--- src/rtl/pipe_trap_ctrl_pkg.sv ---
// pipe_trap_ctrl_pkg: shared CSR addresses, cause codes, stall/flush patterns and trap FSM states
package pipe_trap_ctrl_pkg;

    localparam logic [11:0] CSR_MSTATUS = 12'h300;
    localparam logic [11:0] CSR_MEPC    = 12'h341;
    localparam logic [11:0] CSR_MCAUSE  = 12'h342;
    localparam logic [11:0] CSR_MTVEC   = 12'h305;

    localparam logic [31:0] CAUSE_ECALL  = 32'd11;
    localparam logic [31:0] CAUSE_EBREAK = 32'd3;
    localparam logic [31:0] CAUSE_IRQ    = 32'h8000_000B;

    localparam int MSTATUS_MIE  = 3;
    localparam int MSTATUS_MPIE = 7;

    // stall bits: [0] PC, [1] IF/ID, [2] ID/EXE, [3] EXE/MEM, [4] MEM/WB
    localparam logic [4:0] STALL_PC  = 5'b00001;
    localparam logic [4:0] STALL_ID  = 5'b00011;
    localparam logic [4:0] STALL_EXE = 5'b00111;

    // flush bits: [0] IF/ID, [1] ID/EXE, [2] EXE/MEM
    localparam logic [2:0] FLUSH_ALL   = 3'b111;
    localparam logic [2:0] FLUSH_FRONT = 3'b011;
    localparam logic [2:0] FLUSH_ID    = 3'b010;
    localparam logic [2:0] FLUSH_EXE   = 3'b100;

    typedef enum logic [2:0] {
        IDLE,
        SAVE_EPC,
        SAVE_CAUSE,
        SAVE_STATUS,
        MRET_STATUS,
        REDIRECT
    } trap_state_e;

endpackage

--- src/rtl/pipe_trap_ctrl_trap_csr_seq.sv ---
// trap_csr_seq: trap entry/exit FSM owning the CSR write port and the epc/cause/target registers
module trap_csr_seq
    import pipe_trap_ctrl_pkg::*;
#(
    parameter int ADDR_WIDTH = 32,
    parameter int DATA_WIDTH = 32,
    parameter int CSR_AW     = 12
) (
    input  logic                  clk,
    input  logic                  rst_n,
    input  logic                  trap_take,
    input  logic                  mret_take,
    input  logic [DATA_WIDTH-1:0] cause,
    input  logic [ADDR_WIDTH-1:0] epc,
    input  logic [DATA_WIDTH-1:0] mstatus,
    input  logic [DATA_WIDTH-1:0] mepc,
    input  logic [DATA_WIDTH-1:0] mtvec,
    input  logic                  exe_we,
    input  logic [CSR_AW-1:0]     exe_waddr,
    input  logic [DATA_WIDTH-1:0] exe_wdata,
    output logic                  busy,
    output logic [4:0]            stall,
    output logic [2:0]            flush,
    output logic                  redirect,
    output logic [ADDR_WIDTH-1:0] redirect_addr,
    output logic                  csr_we,
    output logic [CSR_AW-1:0]     csr_waddr,
    output logic [DATA_WIDTH-1:0] csr_wdata
);

    trap_state_e state, next;
    logic [ADDR_WIDTH-1:0] epc_q, target_q;
    logic [DATA_WIDTH-1:0] cause_q;
    logic [DATA_WIDTH-1:0] keep, status_entry, status_mret;

    assign keep         = mstatus & ~((DATA_WIDTH'(1) << MSTATUS_MIE) | (DATA_WIDTH'(1) << MSTATUS_MPIE));
    assign status_entry = keep | (DATA_WIDTH'(mstatus[MSTATUS_MIE]) << MSTATUS_MPIE);
    assign status_mret  = keep | (DATA_WIDTH'(mstatus[MSTATUS_MPIE]) << MSTATUS_MIE) | (DATA_WIDTH'(1) << MSTATUS_MPIE);
    assign busy         = state != IDLE;

    // state register
    always_ff @(posedge clk or negedge rst_n) begin
        if (!rst_n) state <= IDLE;
        else        state <= next;
    end

    // capture faulting PC and cause on entry; handler or return target before the redirect
    always_ff @(posedge clk or negedge rst_n) begin
        if (!rst_n) begin
            epc_q    <= '0;
            cause_q  <= '0;
            target_q <= '0;
        end else begin
            if (state == IDLE && trap_take) begin
                epc_q   <= epc;
                cause_q <= cause;
            end
            if (state == IDLE && mret_take) target_q <= ADDR_WIDTH'(mepc);
            if (state == SAVE_CAUSE) target_q <= ADDR_WIDTH'(mtvec & ~DATA_WIDTH'(3));
        end
    end

    // next state and CSR port mux; EXE writes pass only in IDLE and never for a trapping instruction
    always_comb begin
        next          = state;
        stall         = '0;
        flush         = '0;
        redirect      = 1'b0;
        redirect_addr = '0;
        csr_we        = 1'b0;
        csr_waddr     = '0;
        csr_wdata     = '0;
        case (state)
            IDLE: begin
                csr_we    = exe_we & ~trap_take & ~mret_take;
                csr_waddr = exe_waddr;
                csr_wdata = exe_wdata;
                next      = trap_take ? SAVE_EPC : mret_take ? MRET_STATUS : IDLE;
            end
            SAVE_EPC: begin
                stall     = STALL_PC;
                flush     = FLUSH_FRONT;
                csr_we    = 1'b1;
                csr_waddr = CSR_AW'(CSR_MEPC);
                csr_wdata = DATA_WIDTH'(epc_q);
                next      = SAVE_CAUSE;
            end
            SAVE_CAUSE: begin
                stall     = STALL_PC;
                flush     = FLUSH_FRONT;
                csr_we    = 1'b1;
                csr_waddr = CSR_AW'(CSR_MCAUSE);
                csr_wdata = cause_q;
                next      = SAVE_STATUS;
            end
            SAVE_STATUS: begin
                stall     = STALL_PC;
                flush     = FLUSH_FRONT;
                csr_we    = 1'b1;
                csr_waddr = CSR_AW'(CSR_MSTATUS);
                csr_wdata = status_entry;
                next      = REDIRECT;
            end
            MRET_STATUS: begin
                stall     = STALL_PC;
                flush     = FLUSH_FRONT;
                csr_we    = 1'b1;
                csr_waddr = CSR_AW'(CSR_MSTATUS);
                csr_wdata = status_mret;
                next      = REDIRECT;
            end
            REDIRECT: begin
                flush         = FLUSH_FRONT;
                redirect      = 1'b1;
                redirect_addr = target_q;
                next          = IDLE;
            end
            default: next = IDLE;
        endcase
    end

endmodule

--- src/rtl/pipe_trap_ctrl.sv ---
// pipe_trap_ctrl: pipeline stall/flush/redirect priority and trap-sequence CSR port arbitration
module pipe_trap_ctrl
    import pipe_trap_ctrl_pkg::*;
#(
    parameter int ADDR_WIDTH = 32,
    parameter int DATA_WIDTH = 32,
    parameter int CSR_AW     = 12
) (
    input  logic                  clk_i,
    input  logic                  rst_i,
    input  logic                  id_stallreq_i,
    input  logic                  exe_stallreq_i,
    input  logic                  exe_valid_i,
    input  logic [ADDR_WIDTH-1:0] exe_inst_addr_i,
    input  logic                  exe_jump_i,
    input  logic [ADDR_WIDTH-1:0] exe_jump_addr_i,
    input  logic                  exe_ecall_i,
    input  logic                  exe_ebreak_i,
    input  logic                  exe_mret_i,
    input  logic                  irq_i,
    input  logic [DATA_WIDTH-1:0] csr_mstatus_i,
    input  logic [DATA_WIDTH-1:0] csr_mepc_i,
    input  logic [DATA_WIDTH-1:0] csr_mtvec_i,
    input  logic                  exe_csr_we_i,
    input  logic [CSR_AW-1:0]     exe_csr_waddr_i,
    input  logic [DATA_WIDTH-1:0] exe_csr_wdata_i,
    output logic [4:0]            stall_o,
    output logic [2:0]            flush_o,
    output logic                  redirect_o,
    output logic [ADDR_WIDTH-1:0] redirect_addr_o,
    output logic                  csr_we_o,
    output logic [CSR_AW-1:0]     csr_waddr_o,
    output logic [DATA_WIDTH-1:0] csr_wdata_o,
    output logic                  trap_busy_o
);

    logic                  irq_take, trap_take, mret_take, busy;
    logic [DATA_WIDTH-1:0] cause;
    logic [4:0]            prio_stall, seq_stall;
    logic [2:0]            prio_flush, seq_flush;
    logic                  prio_redirect, seq_redirect, seq_we;
    logic [ADDR_WIDTH-1:0] prio_addr, seq_addr;
    logic [CSR_AW-1:0]     seq_waddr;
    logic [DATA_WIDTH-1:0] seq_wdata;

    // an interrupt only squashes a real instruction that is free to leave EXE
    assign irq_take  = irq_i & csr_mstatus_i[MSTATUS_MIE] & exe_valid_i & ~exe_stallreq_i;
    assign trap_take = exe_ecall_i | exe_ebreak_i | irq_take;
    assign mret_take = exe_mret_i & ~trap_take;
    assign cause     = exe_ecall_i  ? DATA_WIDTH'(CAUSE_ECALL)
                     : exe_ebreak_i ? DATA_WIDTH'(CAUSE_EBREAK)
                     :                DATA_WIDTH'(CAUSE_IRQ);

    trap_csr_seq #(
        .ADDR_WIDTH (ADDR_WIDTH),
        .DATA_WIDTH (DATA_WIDTH),
        .CSR_AW     (CSR_AW)
    ) u_seq (
        .clk           (clk_i),
        .rst_n         (rst_i),
        .trap_take     (trap_take),
        .mret_take     (mret_take),
        .cause         (cause),
        .epc           (exe_inst_addr_i),
        .mstatus       (csr_mstatus_i),
        .mepc          (csr_mepc_i),
        .mtvec         (csr_mtvec_i),
        .exe_we        (exe_csr_we_i),
        .exe_waddr     (exe_csr_waddr_i),
        .exe_wdata     (exe_csr_wdata_i),
        .busy          (busy),
        .stall         (seq_stall),
        .flush         (seq_flush),
        .redirect      (seq_redirect),
        .redirect_addr (seq_addr),
        .csr_we        (seq_we),
        .csr_waddr     (seq_waddr),
        .csr_wdata     (seq_wdata)
    );

    // idle-state event priority: trap/mret > jump > EXE stall > ID stall
    always_comb begin
        prio_stall    = '0;
        prio_flush    = '0;
        prio_redirect = 1'b0;
        prio_addr     = '0;
        if (trap_take || mret_take) begin
            prio_stall = STALL_PC;
            prio_flush = FLUSH_ALL;
        end else if (exe_jump_i) begin
            prio_redirect = 1'b1;
            prio_addr     = exe_jump_addr_i;
            prio_flush    = FLUSH_FRONT;
        end else if (exe_stallreq_i) begin
            prio_stall = STALL_EXE;
            prio_flush = FLUSH_EXE;
        end else if (id_stallreq_i) begin
            prio_stall = STALL_ID;
            prio_flush = FLUSH_ID;
        end
    end

    // outputs are held at zero for as long as reset is asserted
    assign stall_o         = rst_i ? (busy ? seq_stall : prio_stall) : '0;
    assign flush_o         = rst_i ? (busy ? seq_flush : prio_flush) : '0;
    assign redirect_o      = rst_i & (busy ? seq_redirect : prio_redirect);
    assign redirect_addr_o = rst_i ? (busy ? seq_addr : prio_addr) : '0;
    assign csr_we_o        = rst_i & seq_we;
    assign csr_waddr_o     = rst_i ? seq_waddr : '0;
    assign csr_wdata_o     = rst_i ? seq_wdata : '0;
    assign trap_busy_o     = busy;

endmodule

--- config.mk ---
export PLATFORM = sky130hd
export DESIGN_NAME = pipe_trap_ctrl
export DESIGN_NICKNAME = d
export VERILOG_FILES = /design/src/rtl/pipe_trap_ctrl_pkg.sv /design/src/rtl/pipe_trap_ctrl_trap_csr_seq.sv /design/src/rtl/pipe_trap_ctrl.sv
export SDC_FILE = /design/constraint.sdc
export NUM_CORES = 1
export LEC_CHECK = 0
export ABC_CLOCK_PERIOD_IN_PS = 2100
export BUFFER_PORTS_ARGS = -buffer_cell sky130_fd_sc_hd__buf_4
export CAP_MARGIN = 40
export CORE_UTILIZATION = 40
export CTS_CLUSTER_SIZE = 40
export DETAILED_ROUTE_END_ITERATION = 12
export GPL_TIMING_DRIVEN = 1
export PLACE_DENSITY = 0.72
export SETUP_SLACK_MARGIN = 0.05
export SYNTH_ARGS = -nofsm -noshare
export SYNTH_HDL_FRONTEND = slang
export SYNTH_HIERARCHICAL = 1
export SYNTH_SLANG_ARGS = --single-unit
--- constraint.sdc ---
create_clock -name clk_i -period 2.1 [get_ports clk_i]
set_input_delay 0.105 -clock clk_i [delete_from_list [all_inputs] [get_ports clk_i]]
set_output_delay 0.105 -clock clk_i [all_outputs]
set_load 0.05 [all_outputs]
* Word level (Yosys, flattened, before mapping)
Index checks and enable logic that the tools add are counted.
** Storage, ports and cells
- Register bits after elaboration :: 99
- Latch bits :: 0
- Memory bits (writable) :: 0
- ROM bits :: 0
- Input port bits :: 215
- Output and inout bits :: 87
- Logic and storage cells :: 68
- Memories :: 0
** Operators by class
- Add/sub/neg operators :: 0
- Multiply operators :: 0
- Div/mod/pow operators :: 0
- Order comparisons :: 0
- Equal/unequal tests :: 5
- Shifts and indexed selects :: 0
- Mux-type cells :: 35
- Bitwise gates (word level) :: 15
- Reductions and logical operators :: 9
** Operators by type and width (number)
- 32-bit 2-to-1 mux :: 10
- 32-bit one-hot mux with 5 select lines :: 1
- 12-bit one-hot mux with 4 select lines :: 1
- 32-bit by 4-bit bitwise OR with 32-bit output :: 1
- 32-bit by 8-bit bitwise OR with 32-bit output :: 1
- 3-bit 2-to-1 mux :: 10
- 12-bit 2-to-1 mux :: 1
- 3-bit one-hot mux with 4 select lines :: 1
- 5-bit 2-to-1 mux :: 2
- 1-bit AND :: 8
- 3-bit by 2-bit == test with 1-bit output (second input constant) :: 2
- 3-bit == test (second input constant) :: 2
- 2-bit 2-to-1 mux :: 3
- 1-bit 2-to-1 mux :: 5
- 5-bit OR reduction :: 1
- 4-bit OR reduction :: 1
- 3-bit by 1-bit == test with 1-bit output (second input constant) :: 1
- 3-bit logical NOT :: 1
- 1-bit inverter :: 3
- 3-bit nonzero test :: 1
- 1-bit logical AND :: 2
- 1-bit bitwise OR :: 2
- 1-bit one-hot mux with 2 select lines :: 1
- 2-bit nonzero test :: 1
- other kinds (2) :: 2

* Depth between registers and ports, before layout
- Word-level depth :: 10
- Mapped depth :: 9
- Mapped depth without buffers :: 5

* By module
Netlist, hierarchy kept.
** By module, submodules not included
- trap_csr_seq :: times used 1, cells an instance 548, area an instance 5921.9 um2, sequential area each 2477.4 um2
- pipe_trap_ctrl :: times used 1, cells an instance 122, area an instance 858.3 um2, sequential area each 0.0 um2

* Least setup slack after synthesis
OpenSTA, ideal clock, no wires.
- Path kind :: reg-to-output
- Start point :: reg u_seq.state[1]
- End point :: out redirect_addr_o[22]
- Data arrival time :: 2417 ps
- Data required time :: 1995 ps
- Setup slack :: -422 ps
- Cell stages (with the launch flop) :: 10
- Buffers on the path :: 4
- Path through :: dfrtp_1 -> buf_6 -> nor3_4 -> buf_1 -> inv_1 -> nor4_4 -> and4_1 -> buf_4 -> buf_6 -> a22o_1
** RTL lines
- from (decl) :: RTL line pipe_trap_ctrl_trap_csr_seq.sv:31 : trap_state_e state, next;
- from (signal assigned) :: RTL line pipe_trap_ctrl_trap_csr_seq.sv:44 : else state <= next;
- 3-bit nonzero test :: RTL line pipe_trap_ctrl_trap_csr_seq.sv:39 : assign busy = state != IDLE;
- net trap_busy_o :: RTL line pipe_trap_ctrl.sv:34 : output logic trap_busy_o
- 32-bit 2-to-1 mux (2 in series) :: RTL line pipe_trap_ctrl.sv:107 : assign redirect_addr_o = rst_i ? (busy ? seq_addr : prio_addr) : '0;
- to (decl) :: RTL line pipe_trap_ctrl.sv:30 : output logic [ADDR_WIDTH-1:0] redirect_addr_o,
The timed path passes the listed nets, and every way through them passes these cells.

* Final worst setup path
- Start point :: reg u_seq.state[1]
- End point :: out csr_waddr_o[6]
** On the way
- Word-level cells in the longest chain between the ends :: 4
** RTL lines
- 3-bit by 2-bit == test with 1-bit output / 3-bit == test (equally long branches) :: RTL line pipe_trap_ctrl_trap_csr_seq.sv:73 : case (state)
- 2-bit OR reduction (no line)
- 12-bit one-hot mux with 4 select lines * :: RTL line pipe_trap_ctrl_trap_csr_seq.sv:73
- net seq_waddr[6] :: RTL line pipe_trap_ctrl.sv:43 : logic [CSR_AW-1:0] seq_waddr;
- 12-bit 2-to-1 mux * :: RTL line pipe_trap_ctrl.sv:109 : assign csr_waddr_o = rst_i ? seq_waddr : '0;
- to (decl) :: RTL line pipe_trap_ctrl.sv:32 : output logic [CSR_AW-1:0] csr_waddr_o,
Mark *: on every way through the listed nets, which the timed path passes. The rest lies on a longest branch.

==> results.yml <==
placed_design:
  place_area_um2: 9590
  dp_slack_ns: 0.0704
  port_buffers: 297
  post-dp-hpwl_um: 14500
  gp_congestion: 0.802
synthesis:
  synth_top_cell_by_area: "dfrtp_1"
  synthFlopType: "dfrtp_1"
  synth_edf_count: 0
  syn-instance-count: 670
  yosys-top-cells-count: "99 x dfrtp_1, 86 x and2_1, 62 x mux2i_1"
  yosysSeqAreaShare: 0.365
  syn_area_per_cell_um2: 10.1
  yosys-top-cells-area: "dfrtp_1 37%, mux2_1 10%, mux2i_1 9.2%, and2_1 7.9%, a22o_1 4.1%"
  yosysUniqueCellTypes: 48
  synth_top_cell_area_share: 0.365
  ys_async_sr_fraction: 1.00
  synth.cell_area_um2: 6780
  yosysMostFrequentCell: "dfrtp_1"
  ys_seq_elements: 99
  ys_warn_count: 6
cells_and_area:
  area_delta_synth_final_pct: 69.6
  fillCellCount: 1263
  fin_nets: 1259
  drive_above_1_share: 0.418
  fin_area_um2: 11500
timing:
  setup_tns_ns: -9.14
  finalHoldViolCount: 0
  grt_setup_unrepaired: "true"
  slew_violations: 0
  fin_ws_ns: -0.211
  fin_crit_ns: 2.31
  post-route-period-util: 1.10
  fmax_mhz: 433
  finalSetupViolations: 71
  finClkSkew_ns: 0.00406
routing:
  drt-total-wl_um: 23700
  drc: 0
  via_count: 6738
  wl_per_cell_um: 18.7
  drtIter0Drc: 294
  drt_pass1_iterations: 5
  routed_via_density: 5.31
  postRouteAntennaNets: 0
global_routing:
  grt_overflow: 0
  gr-usage-met3: 0.0654
  grtUsageMet1: 0.299
  busiest_layer: "met2"
  grt_pass1_wl_um: 37200
  antenna_found_initial: 1
  grt_pass1_vias: 7213
  grt_usage: 0.268
  grt_max_degree: 66
  grt_use_met2: 0.486
critical_path:
  rr_worst_depth: 7
  criticalPathCategory: "reg2out"
  worst_setup_path_start_kind: "flop"
  worstReg2RegStart: "u_seq/state[1]"
  r2r-end: "u_seq/cause_q[28]"
  required_ns: 2.00
  rrSetupSlack_ns: 0.17
  cp.arrival_ns: 2.21
  path_max_fanout: 7
  crit_path_end_kind: "output port"
clock_tree:
  clk_latency_ns: 0.35
  htreeDepth: 3
  cts.sinks: 99
  cts_buffers: 9
  cts_tree: "built"
  clock_path_buffers: 2
  clkTransAtPathRegs_ns: 0.07
  clockRootBuffer: "clkbuf_16"
min_path:
  worstHoldStart: "csr_mtvec_i[10]"
  hp-class: "in2reg"
  hold_depth: 3
  hold_end: "u_seq/target_q[10]"
die:
  start_util: 0.409
  die_h_um: 132
  rows: 47
  die_w_um: 132
  io_pins: 302
  die_area_um2: 17500
  core-area_um2: 16600
power:
  p_total_mw: 15.3
  p_per_area_nw_per_um2: 1330
  ir_worst_vdd_uv: 931
  power_leakage_nw: 5.47
status:
  violations: "negative setup slack"
  status: "complete, but fails checks"
run:
  maxCapViolations: 0
==> through the flow <==
| stage | hold WS [ns] | std cells | util |
|---|---|---|---|
| floorplan | -0.191 | 702 | - |
| global placement | 0.0184 | 1172 | 0.578 |
| detailed placement | 0.0147 | 1172 | 0.578 |
| CTS | 0.000179 | 1259 | 0.680 |
| global route | 0.00552 | 1268 | 0.693 |
| finish | 0.00443 | 1268 | 0.693 |
==> timing repair <==
item,CTS,global route
resized for setup,138,22
gates cloned,8,5
buffers inserted,11,4
hold buffers,56,0
pin swaps,4,34
hold endpoints to repair,79,0
setup endpoints to repair,75,76
==> kinds of logic after synthesis <==
logic type      after synthesis  share of synthesized area
mux                         127                      0.199
other cells                   3                    0.00166
buf+inv                      75                     0.0740
xor+xnor                      2                    0.00258
flops                        99                      0.365
compound gates              209                      0.212
simple gates                155                      0.145
==> registers in the layout, summed over array words and instances, names as in the netlist <==
signal / count
u_seq/epc_q: 32
u_seq/state: 3
u_seq/cause_q: 32
u_seq/target_q: 32
==> routing by layer <==
layer	part of all wire	routed length, µm
met1	0.38	9110
met2	0.52	12300
met3	0.074	1750
met4	0.026	615
met5	0	0
==> area by class of cell <==
type,count,area (µm²),area share
diodes,1,2.50,0.000218
clock buffers,9,225,0.0196
clock inverters,5,32.5,0.00283
inverters,3,15.0,0.00131
multi-input cells,528,4350,0.379
flip-flops and latches,99,2480,0.216
well taps,220,275,0.0239
repair buffers,403,4110,0.358
==> layout by cell type (no fill, tap or decap), drive strengths merged, types with 2 or more instances in the layout <==
master	n
buf	340
dfrtp	99
and2	87
mux2	65
mux2i	62
dlygate4sd3	55
o21ai	39
conb	35
nor2b	34
a31oi	34
a21o	33
a22o	32
a22oi	31
o22ai	29
clkbuf	14
nor2	10
nand2	6
nand2b	4
clkinvlp	4
bufbuf	3
and3	3
nor3	3
clkinv	2
inv	2
a21oi	2
xnor2	2
nor3b	2
==> how the worst max path moves through the flow <==
stage | slack [ns] | from | end | depth (start not counted)
4_1_cts | -0.21 | u_seq/state[1] | redirect_addr_o[0] | 8
5_1_grt | -0.30 | u_seq/state[1] | redirect_addr_o[0] | 8
2_1_floorplan | -0.17 | u_seq/state[1] | redirect_addr_o[10] | 9
3_5_place_dp | 0.07 | u_seq/state[1] | redirect_addr_o[0] | 7
3_3_place_gp | 0.1 | u_seq/state[1] | redirect_addr_o[31] | 7
6_report | -0.21 | u_seq/state[1] | csr_waddr_o[6] | 9
==> critical path: stages, from the launching register on <==
cell       delay, ns
dfrtp_4         0.49
buf_4           0.18
buf_16          0.16
buf_4           0.14
clkbuf_16       0.16
xnor2_1         0.17
nor2_1          0.09
a21o_1          0.16
and2_1          0.16
buf_6           0.15
==> report_power, final <==
part / internal, mW / switching (mW) / total [mW]
combinational: 4.98 / 5.28 / 10.3
sequential: 2.90 / 0.556 / 3.46
clock: 0.787 / 0.743 / 1.53
(Power assumes the default switching activity.)
